==> src/rtl/sisc_pkg.sv <==
// Shared definitions for the program loader: FSM state encoding and frame constants.
package sisc_pkg;

  typedef enum logic [2:0] {
    S_CNT_HI = 3'd0,
    S_CNT_LO = 3'd1,
    S_DATA   = 3'd2,
    S_CSUM   = 3'd3,
    S_DONE   = 3'd4,
    S_ERR    = 3'd5
  } state_t;

  localparam int HDR_BYTES      = 2;
  localparam int BYTES_PER_WORD = 4;

endpackage

==> src/rtl/word_asm.sv <==
// Byte-to-word assembler: shifts bytes in MSB first and presents each completed
// big-endian word with a one-cycle word_valid pulse in the cycle after its 4th byte.
module word_asm
  import sisc_pkg::*;
(
  input  logic        clk,
  input  logic        rst_f,
  input  logic        byte_valid,
  input  logic [7:0]  byte_data,
  output logic [1:0]  byte_cnt,
  output logic        word_valid,
  output logic [31:0] word
);

  logic [23:0] shreg;

  always_ff @(posedge clk) begin
    if (!rst_f) begin
      shreg      <= '0;
      byte_cnt   <= '0;
      word_valid <= 1'b0;
      word       <= '0;
    end else begin
      word_valid <= 1'b0;
      if (byte_valid) begin
        shreg    <= {shreg[15:0], byte_data};
        byte_cnt <= byte_cnt + 2'd1;
        // The held word only changes on completion, so it stays stable for the write.
        if (byte_cnt == 2'(BYTES_PER_WORD - 1)) begin
          word       <= {shreg, byte_data};
          word_valid <= 1'b1;
        end
      end
    end
  end

endmodule

==> src/rtl/prog_loader.sv <==
// Framed byte-stream program loader: writes big-endian words into instruction memory
// and releases the processor reset once the image is complete. Optional: LOADER_CSUM_EN.
module prog_loader
  import sisc_pkg::*;
#(
  parameter logic [15:0] BASE_ADDR = 16'h0000,
  parameter logic [15:0] MAX_WORDS = 16'd1024
) (
  input  logic        clk,
  input  logic        rst_f,
  input  logic [7:0]  rx_data,
  input  logic        rx_valid,
  output logic        rx_ready,
  output logic        im_we,
  output logic [15:0] im_waddr,
  output logic [31:0] im_wdata,
  output logic        cpu_rst_f,
  output logic        done,
  output logic        err,
  output logic [2:0]  dbg_state
);

  // Handshake: a byte moves on a rising edge where rx_valid && rx_ready; rx_ready is
  // registered from the next state and never looks at rx_valid.

`ifdef LOADER_CSUM_EN
  localparam state_t END_STATE = S_CSUM;
`else
  localparam state_t END_STATE = S_DONE;
`endif

  state_t      state, state_nxt;
  logic        xfer;
  logic        last_byte;
  logic [7:0]  n_hi;
  logic [15:0] n_words;
  logic [15:0] hdr;
  logic [15:0] word_cnt;
  logic [1:0]  byte_cnt;
  logic        word_valid;
  logic [31:0] word;
`ifdef LOADER_CSUM_EN
  logic [7:0]  csum;
`endif

  assign xfer      = rx_valid && rx_ready;
  assign hdr       = {n_hi, rx_data};
  assign last_byte = xfer && (state == S_DATA) && (byte_cnt == 2'(BYTES_PER_WORD - 1));
  assign dbg_state = state;

  word_asm u_word_asm (
    .clk        (clk),
    .rst_f      (rst_f),
    .byte_valid (xfer && (state == S_DATA)),
    .byte_data  (rx_data),
    .byte_cnt   (byte_cnt),
    .word_valid (word_valid),
    .word       (word)
  );

  assign im_we    = word_valid;
  assign im_wdata = word;

  always_ff @(posedge clk) begin
    if (!rst_f) state <= S_CNT_HI;
    else        state <= state_nxt;
  end

  always_comb begin
    state_nxt = state;
    case (state)
      S_CNT_HI: if (xfer) state_nxt = S_CNT_LO;
      S_CNT_LO: begin
        if (xfer) begin
          if (hdr > MAX_WORDS)  state_nxt = S_ERR;
          else if (hdr == '0)   state_nxt = END_STATE;
          else                  state_nxt = S_DATA;
        end
      end
      S_DATA: if (last_byte && (word_cnt == n_words - 16'd1)) state_nxt = END_STATE;
`ifdef LOADER_CSUM_EN
      S_CSUM: if (xfer) state_nxt = (rx_data == csum) ? S_DONE : S_ERR;
`else
      S_CSUM: state_nxt = S_ERR;
`endif
      S_DONE:  state_nxt = S_DONE;
      S_ERR:   state_nxt = S_ERR;
      default: state_nxt = S_ERR;
    endcase
  end

  always_ff @(posedge clk) begin
    if (!rst_f) begin
      rx_ready  <= 1'b0;
      im_waddr  <= BASE_ADDR;
      cpu_rst_f <= 1'b0;
      done      <= 1'b0;
      err       <= 1'b0;
      word_cnt  <= '0;
      n_hi      <= '0;
      n_words   <= '0;
    end else begin
      rx_ready  <= (state_nxt != S_DONE) && (state_nxt != S_ERR);
      // Terminal flags follow the state a cycle later, so the last write precedes release.
      done      <= (state == S_DONE);
      cpu_rst_f <= (state == S_DONE);
      err       <= (state == S_ERR);
      if (xfer && (state == S_CNT_HI)) n_hi    <= rx_data;
      if (xfer && (state == S_CNT_LO)) n_words <= hdr;
      if (last_byte) begin
        im_waddr <= BASE_ADDR + word_cnt;
        word_cnt <= word_cnt + 16'd1;
      end
    end
  end

`ifdef LOADER_CSUM_EN
  always_ff @(posedge clk) begin
    if (!rst_f)                         csum <= '0;
    else if (xfer && (state != S_CSUM)) csum <= csum ^ rx_data;
  end
`endif

endmodule

==> config.mk <==
export PLATFORM = sky130hd
export DESIGN_NAME = prog_loader
export DESIGN_NICKNAME = d
export VERILOG_FILES = /design/src/rtl/sisc_pkg.sv /design/src/rtl/word_asm.sv /design/src/rtl/prog_loader.sv
export SDC_FILE = /design/constraint.sdc
export NUM_CORES = 1
export LEC_CHECK = 0
export CAP_MARGIN = 20
export CORE_MARGIN = 3
export CORE_UTILIZATION = 59
export DETAILED_ROUTE_END_ITERATION = 10
export PLACE_DENSITY = 0.84
export SLEW_MARGIN = 20
export SYNTH_ARGS = -nofsm -noshare
export SYNTH_HDL_FRONTEND = slang
export SYNTH_SLANG_ARGS = --single-unit
==> constraint.sdc <==
create_clock -name clk -period 4.3 [get_ports clk]
set_input_delay 0.43 -clock clk [delete_from_list [all_inputs] [get_ports clk]]
set_output_delay 0.43 -clock clk [all_outputs]
set_load 0.01 [all_outputs]
==> results of run 1 <==
-- routing by layer --
layer / vias up / share of wire / track usage
met2: 106 / 0.52 / 0.438
met3: 37 / 0.040 / 0.0651
met5: - / 0 / 0
li1: 2204 / - / -
met4: 0 / 0.029 / 0.109
met1: 2113 / 0.41 / 0.289
-- registers in the layout, indices dropped and copies added (netlist names), 2 cells and up --
signal and cells:
n_words 16, word_cnt 16, im_waddr 16, u_word_asm.byte_cnt 2
n_hi 8, u_word_asm.word 32, dbg_state 3, u_word_asm.shreg 24
-- path summary, 6_finish.rpt --
kind | from | to | slack, ns | cells after the start
min reg2reg | u_word_asm.word[28] | u_word_asm.word[28] | 0.46 | 2
max | dbg_state[1] | dbg_state[1] | 1.39 | 7
max reg2reg | dbg_state[1] | dbg_state[1] | 1.39 | 7
min | u_word_asm.word[28] | u_word_asm.word[28] | 0.46 | 2
-- area by class of cell --
cell class / instances / share of cell area
inverter: 4 / 0.00233
clock buffer: 17 / 0.0642
tap: 108 / 0.0210
timing repair buffer: 69 / 0.105
sequential: 121 / 0.376
multi-input combinational: 466 / 0.412
clock inverter: 14 / 0.0192
-- synth_stat cells (2+ instances only) --
library cell | count | area (µm²)
clkbuf_8 | 3 | 41.3
o211ai_1 | 2 | 15.0
and3_1 | 4 | 25.0
buf_4 | 2 | 15.0
or3_1 | 2 | 12.5
nand2b_1 | 3 | 18.8
a2111oi_0 | 2 | 17.5
mux2_2 | 2 | 22.5
nor2_1 | 19 | 71.3
a31oi_1 | 4 | 25.0
inv_1 | 4 | 15.0
nor2b_1 | 4 | 25.0
buf_6 | 2 | 22.5
or4_1 | 2 | 15.0
a21oi_1 | 5 | 25.0
and2_1 | 16 | 100
nand2_1 | 203 | 762
o21ai_0 | 4 | 20.0
clkbuf_1 | 36 | 135
nand3_1 | 19 | 95.1
mux2i_1 | 2 | 20.0
dfxtp_1 | 121 | 2420
nand4_1 | 7 | 43.8
nor3_1 | 6 | 30.0
xor2_1 | 11 | 96.3
nand3b_1 | 2 | 15.0
nor4_1 | 5 | 31.3
a21boi_0 | 101 | 758
ha_1 | 3 | 37.5
xnor2_1 | 23 | 201
-- stage by stage --
stage                     power, mW  hold WS, ns
after floorplan                1.25        0.441
after global placement         1.28        0.454
after detailed placement       1.28        0.458
after CTS                      2.55        0.465
after global routing           2.62        0.484
final                          2.54        0.461
-- power breakdown --
part | internal [mW] | switching (mW) | leakage [nW]
clock network | 0.764 | 0.519 | 0.257
registers | 1.13 | 0.0128 | 0.976
logic | 0.0516 | 0.0656 | 0.940
-- worst max-delay path: cells and delay by family (launching register included) --
kind / cells / cell delay (ns)
compound gates: 3 / 1.16
flops: 1 / 0.49
simple gates: 4 / 1.15
-- logic make-up after synthesis --
family,count (synthesis),synth area share
DFF,121,0.455
muxes,4,0.00799
and+or+nand+nor,301,0.252
xor gates and xnor gates,34,0.0559
adders and majority gates,3,0.00705
buffers and inverters,49,0.0461
AOI/OAI and AO/OA,124,0.176
==> summary.md, run 1 <==
| Metric | Value |
|---|---|
| Run status | finished clean |
| Drt drc | 0 |
| Synth Area per Inst | 8.37 µm² |
| Post-synth EDFFs | 0 |
| Die area | 10,200 µm² |
| Starting Density | 0.607 |
| Synthesized area | 5320 µm² |
| First-pass GRT wire length | 20,300 µm |
| Core box area | 8760 µm² |
| Remaining antenna violation count | 0 |
| GPL Wtd Cong | 0.920 |
| CTS tree | done |
| Post-CTS Setup Bufs | 0 |
| Delay of the slowest critical-path stage | 0.52 ns |
| Post-synth net total | 650 |
| Worst setup margin | 1.39 ns |
| Worst EP required | 4.70 ns |
| CTS clk-pin slew, worst paths | 0.06 ns |
| Pre-CTS WS | 1.33 ns |
| #FFs+latches synth | 121 |
| Inst Count DP | 768 |
| Most common cell after layout, fill and taps aside | nand2_1 |
| Most frequent cells in the layout | nand2_1 (203), dfxtp_1 (121), a21boi_0 (101) |
| Critical Path Start Type | flip-flop |
| Warnings, synthesis | 0 |
| Post-DP HPWL | 8260 µm |
| Unrepaired setup endpoints after global routing | false |
| Clock skew | 0.00927 ns |
| 1st-iter DRT viols | 226 |
| Initial antenna violation count | 0 |
| Fin util | 0.736 |
| Data arrival, critical path | 3.30 ns |
| Pre-Repair DR Iteration Count | 4 |
| Crit-path max FO | 10 |
| CP endpoint kind | flip-flop |
| I/O pin total | 67 |
| Critical path's slowest cell | a2111oi_0 |
| Maximum clock rate | 0.344 GHz |
| Post-CTS sizing | 0 |
| Top FF cell, synth | dfxtp_1 |
| Total track usage | 0.251 |
| Post-route minimum period | 2.91 ns |
| Total wire length | 12,300 µm |
| Chip height | 101 µm |
| Drt via density | 5.58 |
| Peak VDD IR | 0.339 mV |
| Design area | 6450 µm² |
| Max clock buf depth | 2 |
| Register area | 2420 µm² |
| Slew HR | 0.334 |
| Gate Count Post-Synth | 636 |
| Filler cell count | 628 |
| Final setup vio count | 0 |
| Clock Latency Late Sink | 0.51 ns |
| Nets | 693 |
| Vias in the first global route | 4,378 |
| Clock sink count | 121 |
| IO buf count | 66 |
| Setup CP Type | flip-flop to flip-flop |
| Die W | 101 µm |
| Cell Rows | 34 |
| MaxCap Viol Count | 0 |
| Worst Tran Pin Value | 0.993 ns |
| Num CTS Buffers | 17 |
| Final hold vios | 0 |
| Area grow syn2layout | 21.2% |
| HP Class | flip-flop to flip-flop |
| Area post-placement | 5910 µm² |
| H-tree levels | 4 |
| Post-CTS Hold Fix Bufs | 0 |
| Leak pwr | 2.17 nW |
| Grt total ovfl | 0 |
| Clock root cell | clkbuf_8 |
| Register area share after synthesis | 0.455 |
| Critical-path cell list | nor3b_4 > nand4_1 > a2111oi_0 > nand3_1 > a2111oi_0 > nand4_1 > a31o_1 |
| Count of pins over their slew limit | 0 |
| Vias | 4,460 |
| Pin count of the biggest net entering global routing | 75 |
| Asr flop ratio synth | 0 |
| Multi-input gate area | 2660 µm² |
| Routed wire length per instance | 15.4 µm |
| Post-route insts no fill | 799 |
| Antenna Cells | 0 |
| Cell Pwr Density | 395 nW/µm² |
| Setup tns final | 0 ns |
| Final period util | 0.677 |
| Share of cells above drive strength 1 | 0.0680 |
| Synth unique cells | 47 |
Note: power is estimated with default switching activity, not from simulation.
==> inputs of run 2 (changes only) <==
Settings changed: CORE_UTILIZATION 59 to 55, PLACE_DENSITY 0.84 to 0.79.
Clock period 4.3 ns to 2.8 ns, I/O delays scaled along.
==> summary.md, run 2 (synthesis gave the netlist of run 1 again) <==
| Metric | Value |
|---|---|
| Most frequent cells in the layout | nand2_1 (203), dfxtp_1 (121), a21boi_0 (101) |
| CTS clk-pin slew, worst paths | 0.06 ns |
| Cell Pwr Density | 638 nW/µm² |
| Share of cells above drive strength 1 | 0.0787 |
| Clock root cell | clkbuf_8 |
| Final setup vio count | 0 |
| IO buf count | 66 |
| Starting Density | 0.571 |
| First-pass GRT wire length | 20,900 µm |
| Worst Hold Path Cells | 2 |
| Grt total ovfl | 0 |
| Initial antenna violation count | 0 |
| Pre-CTS WS | 0.140 ns |
| Routed wire length per instance | 14.8 µm |
| Clock sink count | 121 |
| Unrepaired setup endpoints after global routing | false |
| Vias | 4,495 |
| Total chip power | 4.23 mW |
| Post-CTS sizing | 0 |
| Post-route minimum period | 2.54 ns |
| Worst setup margin | 0.264 ns |
| Remaining antenna violation count | 0 |
| Die W | 104 µm |
| Cell Rows | 35 |
| Post-CTS Setup Bufs | 0 |
| Vias in the first global route | 4,371 |
| Drt via density | 5.43 |
| 1st-iter DRT viols | 242 |
| Final period util | 0.906 |
| Top reg by flops | u_word_asm.word |
| HP Class | primary input to flip-flop |
| Clock skew | 0.0105 ns |
| Antenna Cells | 0 |
| Worst Tran Pin Value | 0.631 ns |
| Critical Path Start Type | flip-flop |
| Count of pins over their slew limit | 0 |
| CTS tree | done |
| Setup tns final | 0 ns |
| Total wire length | 12,300 µm |
| Filler cell count | 760 |
| Total track usage | 0.233 |
| Nets | 700 |
| Die area | 10,900 µm² |
| Area grow syn2layout | 24.6% |
| Core box area | 9330 µm² |
| Final hold vios | 0 |
| CP endpoint kind | flip-flop |
| MaxCap Viol Count | 0 |
| Maximum clock rate | 0.394 GHz |
| Run status | finished clean |
| Max reg flops | 32 |
| H-tree levels | 4 |
| Drt drc | 0 |
| Clock Latency Late Sink | 0.52 ns |
| Data arrival, critical path | 2.94 ns |
| Most common cell after layout, fill and taps aside | nand2_1 |
| Fin util | 0.711 |
| Pre-Repair DR Iteration Count | 5 |
| GPL Wtd Cong | 0.871 |
| Largest registers | u_word_asm.word (32), u_word_asm.shreg (24) |
| I/O pin total | 67 |
| Post-DP HPWL | 8270 µm |
| Slew HR | 0.575 |
| Worst EP required | 3.21 ns |
| Num CTS Buffers | 17 |
| Max clock buf depth | 2 |
| Peak VDD IR | 0.436 mV |
| Chip height | 104 µm |
| Leak pwr | 2.26 nW |
| Setup CP Type | flip-flop to flip-flop |
| Post-CTS Hold Fix Bufs | 0 |
| Register-to-Register Path Depth | 8 |
| Crit-path max FO | 6 |
| Pin count of the biggest net entering global routing | 93 |
## run 2: cell count changes in the layout (fill, tap and decap cells not counted), moves of 3 or more
cell,before,now
buf_4,3,9
bufinv_16,1,4
clkinv_2,4,0
clkinvlp_4,4,1
inv_6,4,7
## run 2: final timing paths
| path | start | endpoint | slack [ns] |
|---|---|---|---|
| min | rst_f | n_hi[6] | 0.24 |
| max | n_words[0] | dbg_state[1] | 0.26 |
| max reg2reg | n_words[0] | dbg_state[1] | 0.26 |
| min reg2reg | u_word_asm.word[6] | u_word_asm.word[6] | 0.46 |
## run 2: area by class of cell
type / instances / area, µm² / area share
Sequential cell: 121 / 2420 / 0.365
Timing Repair Buffer: 76 / 743 / 0.112
Clock inverter: 14 / 206 / 0.0311
Inverter: 4 / 15.0 / 0.00226
Tap cell: 129 / 161 / 0.0243
Clock buffer: 18 / 418 / 0.0630
Multi-Input combinational cell: 466 / 2670 / 0.402
## run 2: metal layers
metal	track usage	vias to the layer above	wire, µm
met2	0.398	102	6190
met1	0.288	2161	5410
met4	0.0712	0	124
met5	0	-	0
li1	-	2218	-
met3	0.0602	14	528
## run 2: critical path: stages, from the launching register on
cell and delay, ns:
dfxtp_1 0.35, inv_1 0.07, ha_1 0.26, or4b_4 0.53, nor2_2 0.22, a31oi_1 0.14
a2111oi_1 0.38, nand4_1 0.22, a31o_1 0.26
## run 2: where the power goes
part	leakage, nW	total [mW]	switching (mW)	internal (mW)
Combinational	0.982	0.188	0.103	0.0845
Clock	0.302	2.29	0.818	1.47
Sequential	0.976	1.76	0.0196	1.74
## run 2: metrics by stage
| step | instance area, µm² | instances | hold WS [ns] |
|---|---|---|---|
| floorplan | 5320 | 636 | 0.425 |
| global placement | 6000 | 796 | 0.451 |
| detailed placement | 6000 | 796 | 0.459 |
| CTS | 6620 | 828 | 0.228 |
| global route | 6630 | 828 | 0.271 |
| finish | 6630 | 828 | 0.241 |
